===== src/rtl/interrupt_request_ctrl_if.sv =====
// Request/handshake bus between the interrupt request controller and the
// interrupt handler.
//   hdl_busy   : handler -> controller, handler is still running
//   req_ack    : handler -> controller, handler accepts the presented request
//   req_valid  : controller -> handler, a request is being presented
//   req_vector : controller -> handler, vector low-byte address
//   req_kind   : controller -> handler, 00 reset, 01 NMI, 10 BRK, 11 IRQ
// modport master: controller side.
// modport slave:  handler side.
interface interrupt_request_ctrl_if;
  logic        hdl_busy;
  logic        req_ack;
  logic        req_valid;
  logic [15:0] req_vector;
  logic [1:0]  req_kind;

  modport master (
    input  hdl_busy,
    input  req_ack,
    output req_valid,
    output req_vector,
    output req_kind
  );

  modport slave (
    output hdl_busy,
    output req_ack,
    input  req_valid,
    input  req_vector,
    input  req_kind
  );
endinterface


===== src/rtl/interrupt_request_ctrl.sv =====
// Interrupt request controller.
// Latches soft reset, NMI (rising edge of nmi_src) and BRK events, and at an
// instruction boundary presents the highest-priority pending source
// (reset > NMI > BRK > IRQ) to the interrupt handler through the bus
// interface. The request is held stable until the handler acknowledges it,
// then the controller waits for the handler to go idle before it may present
// another request.
//
// Configuration macro: IRQ_EN. When defined, the level-sensitive maskable IRQ
// (irq_n low and i_flag clear) is an eligible source. When undefined, irq_n
// and i_flag are ignored and kind 2'b11 is never produced.
//
// Ports:
//   clk            : clock
//   rst            : asynchronous active-low reset
//   nmi_src        : PPU vblank/NMI level
//   irq_n          : active-low maskable IRQ level
//   soft_reset     : one-cycle soft reset pulse
//   brk            : one-cycle pulse when BRK is decoded
//   i_flag         : interrupt-disable status bit
//   instr_boundary : one-cycle pulse at an instruction boundary
//   bus            : master side of interrupt_request_ctrl_if
//                    (hdl_busy, req_ack in; req_valid, req_vector, req_kind out)
//   nmi_count      : number of acknowledged NMIs, wraps at 256
module interrupt_request_ctrl (
  input  logic                            clk,
  input  logic                            rst,
  input  logic                            nmi_src,
  input  logic                            irq_n,
  input  logic                            soft_reset,
  input  logic                            brk,
  input  logic                            i_flag,
  input  logic                            instr_boundary,
  interrupt_request_ctrl_if.master        bus,
  output logic [7:0]                      nmi_count
);

  localparam logic [1:0]  KIND_RST = 2'b00;
  localparam logic [1:0]  KIND_NMI = 2'b01;
  localparam logic [1:0]  KIND_BRK = 2'b10;
  localparam logic [1:0]  KIND_IRQ = 2'b11;

  localparam logic [15:0] VEC_RST     = 16'hFFFC;
  localparam logic [15:0] VEC_NMI     = 16'hFFFA;
  localparam logic [15:0] VEC_IRQ_BRK = 16'hFFFE;

  typedef enum logic [1:0] {
    IDLE    = 2'd0,
    REQ     = 2'd1,
    SERVICE = 2'd2
  } state_t;

  state_t      state;
  logic        nmi_q;
  logic        rst_pend;
  logic        nmi_pend;
  logic        brk_pend;

  logic        nmi_rise;
  logic        irq_eligible;
  logic        any_eligible;
  logic        take;
  logic        ack_fire;
  logic        clr_rst;
  logic        clr_nmi;
  logic        clr_brk;
  logic [1:0]  sel_kind;
  logic [15:0] sel_vector;

  assign nmi_rise = nmi_src & ~nmi_q;

`ifdef IRQ_EN
  // IRQ is a live level, never latched: it only counts while it is asserted
  // and unmasked at the boundary itself.
  assign irq_eligible = ~irq_n & ~i_flag;
`else
  logic unused_irq_inputs;
  assign unused_irq_inputs = irq_n ^ i_flag;
  assign irq_eligible      = 1'b0;
`endif

  assign any_eligible = rst_pend | nmi_pend | brk_pend | irq_eligible;

  // Priority selection; the IRQ fallthrough is only taken when irq_eligible
  // is what made any_eligible true.
  always_comb begin
    sel_kind   = KIND_IRQ;
    sel_vector = VEC_IRQ_BRK;
    if (rst_pend) begin
      sel_kind   = KIND_RST;
      sel_vector = VEC_RST;
    end else if (nmi_pend) begin
      sel_kind   = KIND_NMI;
      sel_vector = VEC_NMI;
    end else if (brk_pend) begin
      sel_kind   = KIND_BRK;
      sel_vector = VEC_IRQ_BRK;
    end
  end

  assign take     = (state == IDLE) && instr_boundary && !bus.hdl_busy && any_eligible;
  assign ack_fire = (state == REQ) && bus.req_ack;

  // Clear only the pending bit of the kind actually presented; IRQ has none.
  assign clr_rst = ack_fire && (bus.req_kind == KIND_RST);
  assign clr_nmi = ack_fire && (bus.req_kind == KIND_NMI);
  assign clr_brk = ack_fire && (bus.req_kind == KIND_BRK);

  always_ff @(posedge clk or negedge rst) begin
    if (!rst) begin
      state          <= IDLE;
      nmi_q          <= 1'b0;
      rst_pend       <= 1'b0;
      nmi_pend       <= 1'b0;
      brk_pend       <= 1'b0;
      bus.req_valid  <= 1'b0;
      bus.req_vector <= 16'h0000;
      bus.req_kind   <= 2'b00;
      nmi_count      <= 8'd0;
    end else begin
      nmi_q <= nmi_src;

      // A new event on the same edge as its own ack keeps the bit set.
      rst_pend <= (rst_pend & ~clr_rst) | soft_reset;
      nmi_pend <= (nmi_pend & ~clr_nmi) | nmi_rise;
      brk_pend <= (brk_pend & ~clr_brk) | brk;

      case (state)
        IDLE: begin
          if (take) begin
            state          <= REQ;
            bus.req_valid  <= 1'b1;
            bus.req_vector <= sel_vector;
            bus.req_kind   <= sel_kind;
          end
        end
        REQ: begin
          // Presented vector/kind are frozen here; newer events only
          // accumulate in the pending bits.
          if (bus.req_ack) begin
            state         <= SERVICE;
            bus.req_valid <= 1'b0;
            if (bus.req_kind == KIND_NMI) begin
              nmi_count <= nmi_count + 8'd1;
            end
          end
        end
        SERVICE: begin
          if (!bus.hdl_busy) begin
            state <= IDLE;
          end
        end
        default: begin
          state         <= IDLE;
          bus.req_valid <= 1'b0;
        end
      endcase
    end
  end

endmodule


===== src/flat_wrapper.sv =====
// flat-port wrapper written by rule: the top's interface ports become plain ports
module interrupt_request_ctrl_flat 
  (clk, rst, nmi_src, irq_n, soft_reset, brk, i_flag, instr_boundary, nmi_count, bus_hdl_busy, bus_req_ack, bus_req_valid, bus_req_vector, bus_req_kind);
  interrupt_request_ctrl_if bus_i ();
  input  logic clk;
  input  logic rst;
  input  logic nmi_src;
  input  logic irq_n;
  input  logic soft_reset;
  input  logic brk;
  input  logic i_flag;
  input  logic instr_boundary;
  output logic [7:0] nmi_count;
  input wire logic [$bits(bus_i.hdl_busy)-1:0] bus_hdl_busy;
  input wire logic [$bits(bus_i.req_ack)-1:0] bus_req_ack;
  output wire logic [$bits(bus_i.req_valid)-1:0] bus_req_valid;
  output wire logic [$bits(bus_i.req_vector)-1:0] bus_req_vector;
  output wire logic [$bits(bus_i.req_kind)-1:0] bus_req_kind;
  assign bus_i.hdl_busy = bus_hdl_busy;
  assign bus_i.req_ack = bus_req_ack;
  assign bus_req_valid = bus_i.req_valid;
  assign bus_req_vector = bus_i.req_vector;
  assign bus_req_kind = bus_i.req_kind;
  interrupt_request_ctrl u_core (.clk(clk), .rst(rst), .nmi_src(nmi_src), .irq_n(irq_n), .soft_reset(soft_reset), .brk(brk), .i_flag(i_flag), .instr_boundary(instr_boundary), .bus(bus_i), .nmi_count(nmi_count));
endmodule

===== config.mk =====
export PLATFORM = sky130hd
export DESIGN_NAME = interrupt_request_ctrl_flat
export DESIGN_NICKNAME = d
export VERILOG_FILES = /design/src/rtl/interrupt_request_ctrl_if.sv /design/src/rtl/interrupt_request_ctrl.sv /design/src/flat_wrapper.sv
export SDC_FILE = /design/constraint.sdc
export NUM_CORES = 1
export LEC_CHECK = 0
export ABC_CLOCK_PERIOD_IN_PS = 1500
export CAP_MARGIN = 10
export CELL_PAD_IN_SITES_DETAIL_PLACEMENT = 0
export CELL_PAD_IN_SITES_GLOBAL_PLACEMENT = 1
export CORE_UTILIZATION = 29
export CTS_CLUSTER_SIZE = 12
export DETAILED_ROUTE_END_ITERATION = 12
export PLACE_DENSITY = 0.84
export SYNTH_ARGS = -nofsm -noshare
export SYNTH_HDL_FRONTEND = slang
export SYNTH_SLANG_ARGS = --single-unit

===== constraint.sdc =====
create_clock -name clk -period 1.5 [get_ports clk]
set_input_delay 0.225 -clock clk [delete_from_list [all_inputs] [get_ports clk]]
set_output_delay 0.225 -clock clk [all_outputs]
set_load 0.1 [all_outputs]

# After elaboration in Yosys (flattened, before gate mapping)
# Cells that the tools add are included.
# totals
ff_bits	33
output_inout_bits	27
word_cells	57
# op_classes
n_addsub	1
eq_ne	7
muxes	12
bitwise	14
reduce_logical	14
# ops
cell	n
$mux W2	5
$reduce_and A3 Y1	3
$add A8 B1 Y8 const B	1
$logic_and A1 B1 Y1	7
$mux W3	2
$pmux W2 S3	1
$not A1 Y1	5
$or A1 B1 Y1	5
$and A1 B1 Y1	4
$eq A2 B1 Y1 const B	2
$eq A2 B2 Y1 const B	2
$logic_not A2 Y1	2
$ne A2 B2 Y1 const B	2
$mux W1	3
$pmux W1 S3	1
$ne A2 B1 Y1 const B	1
$reduce_and A2 Y1	1
$logic_not A1 Y1	1

# Longest topological paths before layout
# depth
word_depth	6
ltp_mapped	4

# Least setup slack after synthesis
# Ideal clock, no wire load.
# synth_timing
path_kind	register to register
from	reg u_core.bus.req_kind[0]
to	reg u_core.nmi_count[1]
t_arrival_ns	1.753
required_ns	1.374
path_slack_ns	-0.379
stages_incl_launch_ff	4
period_less_slack_ns	1.879
cell_sequence	dfrtp_1 > nand2b_1 > nor2_1 > mux2_2
# synth_via
elab_chain_cells	2
# synth_rtl
element	line	rtl
start: declaration	interrupt_request_ctrl_if.sv:22	output req_kind
start signal: assignment	interrupt_request_ctrl.sv:134	bus.req_kind <= sel_kind;
$eq A2 B1 Y1	interrupt_request_ctrl.sv:143	if (bus.req_kind == KIND_NMI) begin
$reduce_and A3 Y1 (no source line)	-	
end signal: assignment	interrupt_request_ctrl.sv:144	nmi_count <= nmi_count + 8'd1;
end: declaration	interrupt_request_ctrl.sv:35	output logic [7:0] nmi_count
# Every way passes these cells.
# A chain may end at the register's enable or synchronous reset.

# Worst setup path in the final report
# layout_timing
from	reg u_core.state[1]
to	reg u_core.bus.req_vector[1]
# layout_via
elab_chain_cells	5
# layout_rtl
element	line	rtl
start: declaration	interrupt_request_ctrl.sv:53	state_t state;
start signal: assignment	interrupt_request_ctrl.sv:111	state <= IDLE;
start signal: assignment	interrupt_request_ctrl.sv:131	state <= REQ;
start signal: assignment	interrupt_request_ctrl.sv:141	state <= SERVICE;
$logic_not A2 Y1 *	interrupt_request_ctrl.sv:101, interrupt_request_ctrl.sv:128	
$logic_and A1 B1 Y1 (3 in a row)	interrupt_request_ctrl.sv:101	assign take = (state == IDLE) && instr_boundary && !bus.hdl_busy && any_eligible;
$reduce_and A2 Y1 (no source line) *	-	
end signal: assignment	interrupt_request_ctrl.sv:133	bus.req_vector <= sel_vector;
end: declaration	interrupt_request_ctrl_if.sv:21	output req_vector,
# Mark *: on every way between the ends. The rest lies on a longest branch, timed or not.

==> summary.txt <==
Status
  – Status: finished clean

STA
  – Worst Skew: between 0.003 and 0.004 ns
  – Final hold viol count: 0
  – Max Fclk: between 0.6 and 0.7 GHz
  – RSZ-0062 raised after global routing: no
  – # setup viols final: 0
  – Setup ws final: about 0.067 ns
  – Fin. max-slew vios: 0
  – Final period util: 0.955
  – Post-route minimum period: 1.43 ns
  – Min Hold Slack: ~0.24 ns

Finish
  – Post-route cell area: between 1500 and 2000 µm²
  – Ant diodes: 0
  – Fill cell count: ~290
  – Most frequent cells in the layout: buf_12, dfrtp_2, dfrtp_1
  – Register area: 514 µm²
  – Area of the multi-input gates: 367 µm²
  – Layout cell share with drive strength beyond 1: 0.470
  – P&R area growth vs syn: 68.9%
  – Final net count: 129
  – Commonest non-fill, non-tap cell in the layout: buf_12

GRT
  – First-pass GRT wire length: about 3.2 mm
  – Largest net degree at the start of global routing: 21
  – Met2 usage: 0.187
  – Number of global-route vias before repair: between 600 and 700
  – Overflow left after global routing: 0
  – GR peak layer: met2
  – Met3 GRT Util: 0.0277
  – Initial antenna violation count: 0
  – Total GRT Usage: 0.118
  – Met1 GRT Util: 0.160

Setup path
  – Worst R2R Setup Slack: between 0.06 and 0.07 ns
  – Crit path arrival time: 1.63 ns
  – Req. time, crit path: 1.69 ns
  – Crit path kind: flip-flop to flip-flop
  – CP Launch Type: flip-flop
  – Maximum fanout along the worst path: 9
  – CP endpoint kind: flip-flop

Routing
  – Vias post-DR: a little over 700
  – Per-cell routed wire length: roughly 12 µm
  – Starting DRC count in detailed routing: 39
  – Initial DRT Pass Iterations: 4
  – DRC: 0
  – Final wirelength: a little under 2 mm
  – Antenna-violating nets left: 0
  – Vias per inst: roughly 4.5

Floorplan
  – Die X: a little over 60 µm
  – Core area: approximately 3200 µm²
  – Io pins: 37
  – Initial Util: 0.313
  – DIE HEIGHT: approximately 60 µm
  – Cell row count: 20
  – Die area: ~3600 µm²

Clocking
  – TritonCTS Buffers: 3
  – Clock H-tree levels: 1
  – Root Driver: clkbuf_4
  – Clock Latency Late Sink: 0.30 ns
  – CTS Buffer Depth: 2
  – Worst-path clk slew: between 0.1 and 0.15 ns
  – CTS sink count: 20
  – CTS tree: done

Yosys
  – Netlist cell types: 33
  – Post-Synthesis Cells: 87
  – Syn nets: 98
  – Yosys warning total: 0
  – Mean post-synth cell area: 11.3 µm²
  – Sequential area share after synthesis: 0.507
  – Mapped cell area: slightly below 1000 µm²
  – Seq cells post-synth: 20

Worst hold path
  – Hold Crit Class: primary input to async pin

Placement
  – Worst slack at placement: -0.154 ns
  – PortBufs: 33
  – RD Place Congestion: roughly 0.74
  – DP HPWL: around 1.5 mm
  – Dpl cell area: around 1600 µm²

Run
  – Max-cap violations: 0

Power and ir drop
  – Worst vdd ir: 0.00102 V
  – Pleak: around 0.75 nW
  – Power Total: about 1.9 mW
  – Pwr dens: about 1100 nW/µm²
==> power breakdown <==
group          switching (mW)  internal, mW
clock                   0.173         0.270
combinational           0.468         0.275
sequential              0.102         0.609
==> worst paths after layout <==
kind / depth (start not counted) / start / end
setup / recovery: 3 / u_core.state[1] / u_core.bus.req_vector[1]
hold / removal: 2 / rst / u_core.rst_pend
setup reg to reg: 3 / u_core.state[1] / u_core.bus.req_vector[1]
hold reg to reg: 1 / u_core.nmi_q / u_core.nmi_pend
max in group asynchronous: 2 / rst / u_core.nmi_count[4]
min in group clk: 1 / nmi_src / u_core.nmi_q
==> metrics by stage <==
step / TNS (ns) / std cells / utilization
floorplan: -0.0624 / 87 / -
global placement: -1.12 / 156 / 0.506
CTS: 0 / 161 / 0.529
finish: 0 / 161 / 0.529
global route: 0 / 161 / 0.529
detailed placement: -1.41 / 156 / 0.506
==> synth_stat cells <==
| library cell | number | area [µm²] |
|---|---|---|
| nor3_1 | 3 | 15.0 |
| ha_1 | 1 | 12.5 |
| nand3b_1 | 1 | 7.51 |
| o21a_1 | 1 | 7.51 |
| nand3_1 | 3 | 15.0 |
| or3b_2 | 1 | 8.76 |
| o21ai_0 | 3 | 15.0 |
| o22ai_1 | 1 | 6.26 |
| inv_1 | 3 | 11.3 |
| a21oi_1 | 1 | 5.00 |
| or2_2 | 1 | 6.26 |
| nand3b_4 | 1 | 20.0 |
| o31a_1 | 1 | 8.76 |
| mux2_2 | 1 | 11.3 |
| buf_4 | 13 | 97.6 |
| a21o_1 | 1 | 7.51 |
| nor4_1 | 3 | 18.8 |
| o21bai_1 | 1 | 7.51 |
| nand2_1 | 2 | 7.51 |
| dfrtp_1 | 20 | 500 |
| o31ai_1 | 3 | 22.5 |
| or4b_1 | 1 | 10.0 |
| nor2_1 | 3 | 11.3 |
| o21ai_1 | 1 | 5.00 |
| conb_1 | 1 | 3.75 |
| nand2b_1 | 2 | 12.5 |
| xor2_1 | 7 | 61.3 |
| o41ai_2 | 1 | 16.3 |
| or4b_4 | 1 | 13.8 |
| nand4_1 | 2 | 12.5 |
| buf_6 | 1 | 11.3 |
| or2b_1 | 1 | 7.51 |
| nor3_2 | 1 | 10.0 |
==> state kept, by name (all words and copies together), names as in the netlist <==
| name | cells |
|---|---|
| u_core.brk_pend | 1 |
| u_core.bus.req_kind | 2 |
| u_core.bus.req_valid | 1 |
| u_core.bus.req_vector | 3 |
| u_core.nmi_count | 8 |
| u_core.nmi_pend | 1 |
| u_core.nmi_q | 1 |
| u_core.rst_pend | 1 |
| u_core.state | 2 |
==> final cells by class <==
cell class	instances	area share
Clock inverter	1	0.0180
Multi-Input combinational cell	50	0.220
Sequential cell	20	0.308
Timing Repair Buffer	40	0.401
Inverter	3	0.00675
Tap cell	44	0.0330
Clock buffer	3	0.0135
==> routing by layer <==
| layer | vias up | wire length (µm) |
|---|---|---|
| li1 | 353 | - |
| met5 | - | 0 |
| met1 | 333 | 895 |
| met3 | 0 | 160 |
| met2 | 31 | 911 |
| met4 | 0 | 0 |
==> logic make-up after synthesis <==
family	Yosys count	synth area share
AND/OR/NAND/NOR	26	0.179
XOR/XNOR	7	0.0621
adder cells (fa/ha/maj)	1	0.0127
flip-flops	20	0.507
AO/OA/AOI/OAI	14	0.103
buffers and inverters	17	0.122
multiplexers	1	0.0114
other	1	0.00380
==> what timing repair did <==
item	4_1_cts	5_1_grt
endpoints found under the setup margin	8	4
pin swaps	0	1
gates resized for setup	0	1
endpoints found under the hold margin	0	0
cloned	0	0
hold buffers	0	0
buffers inserted	1	0
==> critical path: stages, from the launching register on <==
cell	delay, ns
dfrtp_1	0.44
or4b_4	0.62
o21ai_0	0.19
o31ai_1	0.09
Power figures use the tool's default switching activity.
